$ cat src/rtl/vision_pkg.sv
// Shared constants for the binary vision pipeline blocks.
// Counter widths are fixed; image size is a parameter of each block.
package vision_pkg;

  localparam int IMG_WIDTH_DEFAULT  = 9;
  localparam int IMG_HEIGHT_DEFAULT = 8;
  localparam int COL_W              = 9;
  localparam int ROW_W              = 4;
  localparam int SU_W               = 5;

  // Startup saturation point: one full line plus one pixel, limited by SU_W.
  function automatic logic [SU_W-1:0] startup_limit(input int width);
    if (width + 1 > 31) begin
      return SU_W'(31);
    end
    return SU_W'(width + 1);
  endfunction

endpackage

$ cat src/rtl/line_buffer_1b.sv
// One-bit shift register of DEPTH stages with enable; the oldest bit is
// presented on o_dout, so it lags i_din by DEPTH accepted samples.
module line_buffer_1b #(
  parameter int DEPTH = 9
) (
  input  logic clk,
  input  logic rst_n,
  input  logic i_en,
  input  logic i_din,
  output logic o_dout
);

  logic [DEPTH-1:0] r_shift;

  always_ff @(posedge clk or negedge rst_n) begin
    if (!rst_n) begin
      r_shift <= '0;
    end else if (i_en) begin
      r_shift <= {r_shift[DEPTH-2:0], i_din};
    end
  end

  assign o_dout = r_shift[DEPTH-1];

endmodule

$ cat src/rtl/convolution_3x3_dilation.sv
// Streaming 3x3 binary dilation with zero padding. Two line buffers feed a
// shifting window; delayed counters track the window centre for edge masking.
module convolution_3x3_dilation
  import vision_pkg::*;
#(
  parameter int IMG_WIDTH  = IMG_WIDTH_DEFAULT,
  parameter int IMG_HEIGHT = IMG_HEIGHT_DEFAULT
) (
  input  logic             clk,
  input  logic             rst_n,
  input  logic             i_pixel,
  input  logic             i_pixel_valid,
  output logic             o_pixel,
  output logic [COL_W-1:0] pixelCounter1,
  output logic [ROW_W-1:0] pixelRowCounter1,
  output logic [SU_W-1:0]  pixelStartUpCounter_check,
  output logic             pixelEnable_check,
  output logic             tap0,
  output logic             tap1
);

  localparam logic [COL_W-1:0] LAST_COL = COL_W'(IMG_WIDTH - 1);
  localparam logic [ROW_W-1:0] LAST_ROW = ROW_W'(IMG_HEIGHT - 1);
  localparam logic [SU_W-1:0]  SU_MAX   = startup_limit(IMG_WIDTH);

  logic [COL_W-1:0] r_col, r_ccol;
  logic [ROW_W-1:0] r_row, r_crow;
  logic [SU_W-1:0]  r_startup;
  logic             r_enable;
  logic             r_out;
  logic             w_tap0, w_tap1;
  logic [2:0]       w_new_col;
  logic [2:0]       w_col_mask;
  logic [2:0]       w_row_ok;
  logic [8:0]       w_masked;

  line_buffer_1b #(.DEPTH(IMG_WIDTH)) u_lb0 (
    .clk    (clk),
    .rst_n  (rst_n),
    .i_en   (i_pixel_valid),
    .i_din  (i_pixel),
    .o_dout (w_tap0)
  );

  line_buffer_1b #(.DEPTH(IMG_WIDTH)) u_lb1 (
    .clk    (clk),
    .rst_n  (rst_n),
    .i_en   (i_pixel_valid),
    .i_din  (w_tap0),
    .o_dout (w_tap1)
  );

  // Row index 0 is the top of the window; bit 2 of each row is its left column.
  assign w_new_col  = {i_pixel, w_tap0, w_tap1};
  assign w_col_mask = {r_ccol != '0, 1'b1, r_ccol != LAST_COL};
  assign w_row_ok   = {r_crow != LAST_ROW, 1'b1, r_crow != '0};

  generate
    for (genvar gi = 0; gi < 3; gi++) begin : g_row
      logic [2:0] r_win;

      always_ff @(posedge clk or negedge rst_n) begin
        if (!rst_n) begin
          r_win <= '0;
        end else if (i_pixel_valid) begin
          r_win <= {r_win[1:0], w_new_col[gi]};
        end
      end

      assign w_masked[gi*3 +: 3] = r_win & w_col_mask & {3{w_row_ok[gi]}};
    end
  endgenerate

  always_ff @(posedge clk or negedge rst_n) begin
    if (!rst_n) begin
      r_col     <= '0;
      r_row     <= '0;
      r_ccol    <= '0;
      r_crow    <= '0;
      r_startup <= '0;
      r_enable  <= 1'b0;
      r_out     <= 1'b0;
    end else if (i_pixel_valid) begin
      if (r_col == LAST_COL) begin
        r_col <= '0;
        r_row <= (r_row == LAST_ROW) ? '0 : r_row + ROW_W'(1);
      end else begin
        r_col <= r_col + COL_W'(1);
      end

      if (r_startup != SU_MAX) begin
        r_startup <= r_startup + SU_W'(1);
      end
      r_enable <= r_enable | (r_startup == SU_MAX);

      // The centre only starts moving once it sits on pixel (0,0).
      if (r_enable) begin
        if (r_ccol == LAST_COL) begin
          r_ccol <= '0;
          r_crow <= (r_crow == LAST_ROW) ? '0 : r_crow + ROW_W'(1);
        end else begin
          r_ccol <= r_ccol + COL_W'(1);
        end
      end

      r_out <= r_enable & (|w_masked);
    end
  end

  assign o_pixel                   = r_out;
  assign pixelCounter1             = r_col;
  assign pixelRowCounter1          = r_row;
  assign pixelStartUpCounter_check = r_startup;
  assign pixelEnable_check         = r_enable;
  assign tap0                      = w_tap0;
  assign tap1                      = w_tap1;

endmodule

$ cat config.mk
export PLATFORM = sky130hd
export DESIGN_NAME = convolution_3x3_dilation
export DESIGN_NICKNAME = d
export VERILOG_FILES = /design/src/rtl/vision_pkg.sv /design/src/rtl/line_buffer_1b.sv /design/src/rtl/convolution_3x3_dilation.sv
export SDC_FILE = /design/constraint.sdc
export NUM_CORES = 1
export LEC_CHECK = 0
export CAP_MARGIN = 20
export CORE_AREA = 2 2 84 86
export CTS_CLUSTER_DIAMETER = 150
export DETAILED_ROUTE_END_ITERATION = 12
export DIE_AREA = 0 0 86 88
export PLACE_DENSITY = 0.55
export SLEW_MARGIN = 20
export SYNTH_ARGS = -nofsm -noshare
export SYNTH_HDL_FRONTEND = slang
export SYNTH_SLANG_ARGS = --single-unit
$ cat constraint.sdc
create_clock -name clk -period 2.6 [get_ports clk]
set_input_delay 0.26 -clock clk [delete_from_list [all_inputs] [get_ports clk]]
set_output_delay 0.26 -clock clk [all_outputs]
set_load 0.01 [all_outputs]
==> metrics <==
max-slew violations 0; via count 1511; met1 Track Usage GR 15.6%; IR drop worst, VDD 0.364 mV; Yosys reg bits 54; Final setup viols 0; Warnings, synthesis 0; Final GP Congestion 0.749; top cell type by total area after synthesis dfrtp_1; Worst Max-Slew Pin Slew 637 ps; Req. time, crit path 2800 ps; CTS H-Tree Depth 2; clock buffer depth 2; Hold Vio Cnt, Final 0; GRT overflow 0; WS Path Type flip-flop to flip-flop; sequential fraction of the synthesis area 55.2%; initial antenna violation count 0; Worst-Skew Late Latency 300 ps; DRT Wirelength 4110 um; fin crit share 73.4%; Die Width 86 um; site row count 30; ys async rst share 100%; Detailed Place HPWL 2830 um; clock sink count 54; worst endpoint data arrival time 2110 ps; vias per cell 4.95; RSZ-0062 raised after global routing false; R2R depth 6; Setup Skew 11.2 ps; synth-to-layout area growth 17.3%; Placed Area 2790 um2; Peak Freq 524 MHz; Sum Neg Setup Slack 0 ps; top cell type's share of synthesized area 55.2%; EDFF count, synth 0; Ant. Diodes 0; Starting Density 36.8%; worst hold path depth 1; worst hold slack 504 ps; GRT Util Overall 11.8%; die area 7570 um2; drc violations 0; Reg2Reg Setup Slack 690 ps; design area 2870 um2; Synth area leaders dfrtp_1, mux2_2, xnor2_1; CTS Buf Count 5; Tmin final 1910 ps; main flop type after synthesis dfrtp_1; max_cap viols 0; Initial DRT Pass Iterations 4; largest net degree at the start of global routing 40; leakage 0.00126 uW; clk root buf clkbuf_8; global-route wire length before repair 6960 um; PostCTS Resize Cnt 0; CTS tree built; status finished, final reports clean; CTS hold repair buffers 1; cells along the critical path inv_1 > ha_1 > nor4b_4 > and3_1 > and4_4 > mux2_4; M3 GR Usage 3.20%; power density over cell area 1030 nW/um2; GR peak layer met2; total power 2960 uW; vias in the first global route 1501; Fill cells 626; Worst Hold Class flip-flop to flip-flop; Post-CTS Setup Repair Bufs 0; Antenna Nets Post-Route 0; met2 Use GR 18.3%; mean post-synth cell area 12.5 um2; Crit path largest cell delay 440 ps; core area 6640 um2; count of nets after finishing 238; Slowest-stage cell, CP dfrtp_1; Slew HR 57.5%; WL per Instance 13.5 um; syn nets 209; Cells after Synth 196; layout cell share with drive strength beyond 1 17.8%; I/O pins 26; PortBufs 25; Die Y 88 um; Worst setup EP type flip-flop; Clock transition at path regs 90 ps; Netlist cell types 39; starting DRC count in detailed routing 56; critical path launch point type flip-flop; crit-path max FO 8; Cell Area, Synth 2450 um2
-- critical path: cells and delay by family (launching register included) --
kind | cells | cell delay, ps
adders and majority gates | 1 | 150
buffers and inverters | 1 | 100
DFF | 1 | 440
muxes | 1 | 290
and+or+nand+nor | 3 | 830
-- per-stage QoR --
step	worst slack (ps)	utilization, %	cells
finish	692	43.2	305
CTS	670	43.2	305
global route	533	43.2	305
floorplan	852	-	196
global placement	692	41.9	297
detailed placement	691	41.9	297
-- placed cells by master, fill, tap and decap left out, types with 3 or more instances in the layout --
cell type,n
clkbuf_8,5
nor2_1,8
ha_1,9
xor2_1,5
xnor2_1,13
mux2_2,25
nand2_1,9
o21ai_0,5
o22ai_1,3
nand4_1,9
and3_1,3
clkdlybuf4s50_1,24
nand3_1,9
dfrtp_1,54
inv_1,11
-- cell type report --
cell class	count	area [um2]	area share (%)
tap	80	100	3.49
timing repair buffer	29	290	10.1
clock buffer	7	76.3	2.66
inverter	11	41.3	1.44
sequential	54	1350	47.1
multi-input combinational	124	1010	35.3
-- registers in the layout (all words and copies together), names as in the netlist --
| name | cells |
|---|---|
| r_ccol | 9 |
| pixelEnable_check | 1 |
| u_lb1.r_shift | 9 |
| pixelStartUpCounter_check | 5 |
| r_crow | 4 |
| pixelRowCounter1 | 4 |
| g_row.r_win | 3 |
| o_pixel | 1 |
| u_lb0.r_shift | 9 |
| pixelCounter1 | 9 |
-- logic make-up (layout without fill, tap and decap cells) --
logic type / after synthesis / count (layout) / synth area share [%]
AND/OR/NAND/NOR: 53 / 53 / 13.2
buffers and inverters: 18 / 47 / 3.43
flip-flops: 54 / 54 / 55.2
XOR/XNOR: 18 / 18 / 6.44
multiplexers: 26 / 26 / 12.1
AO/OA/AOI/OAI: 18 / 18 / 4.96
adder cells (fa/ha/maj): 9 / 9 / 4.60
-- Yosys cell counts (2+ instances only) --
cell type  instances
a21o_1             2
a21oi_1            2
a221o_1            2
a221oi_1           2
and3_1             3
buf_2              4
dfrtp_1           54
ha_1               9
inv_1             11
mux2_2            25
nand2_1            9
nand3_1            9
nand4_1            9
nor2_1             8
o21ai_0            5
o22ai_1            3
xnor2_1           13
xor2_1             5
-- power by group --
part / total (uW) / leakage, uW / switching, uW / internal, uW
clock: 435 / 0.0000383 / 248 / 186
sequential: 1470 / 0.000665 / 317 / 1160
combinational: 1050 / 0.000555 / 422 / 626
total: 2960 / 0.00126 / 987 / 1970
-- per-layer routing --
metal	vias to the layer above	wire length, um
li1	746	-
met1	735	2040
met5	-	0
met2	26	1840
met3	4	157
met4	0	70
-- final timing paths --
path,start,to
worst max-delay path,r_ccol[0],r_crow[3]
worst min-delay path,pixelStartUpCounter_check[4],pixelStartUpCounter_check[4]
worst max register to register,r_ccol[0],r_crow[3]
worst min register to register,pixelStartUpCounter_check[4],pixelStartUpCounter_check[4]
max in group asynchronous,rst_n,pixelStartUpCounter_check[4]
min in group asynchronous,rst_n,pixelRowCounter1[1]
No activity file was read; power rests on OpenSTA's default activity.
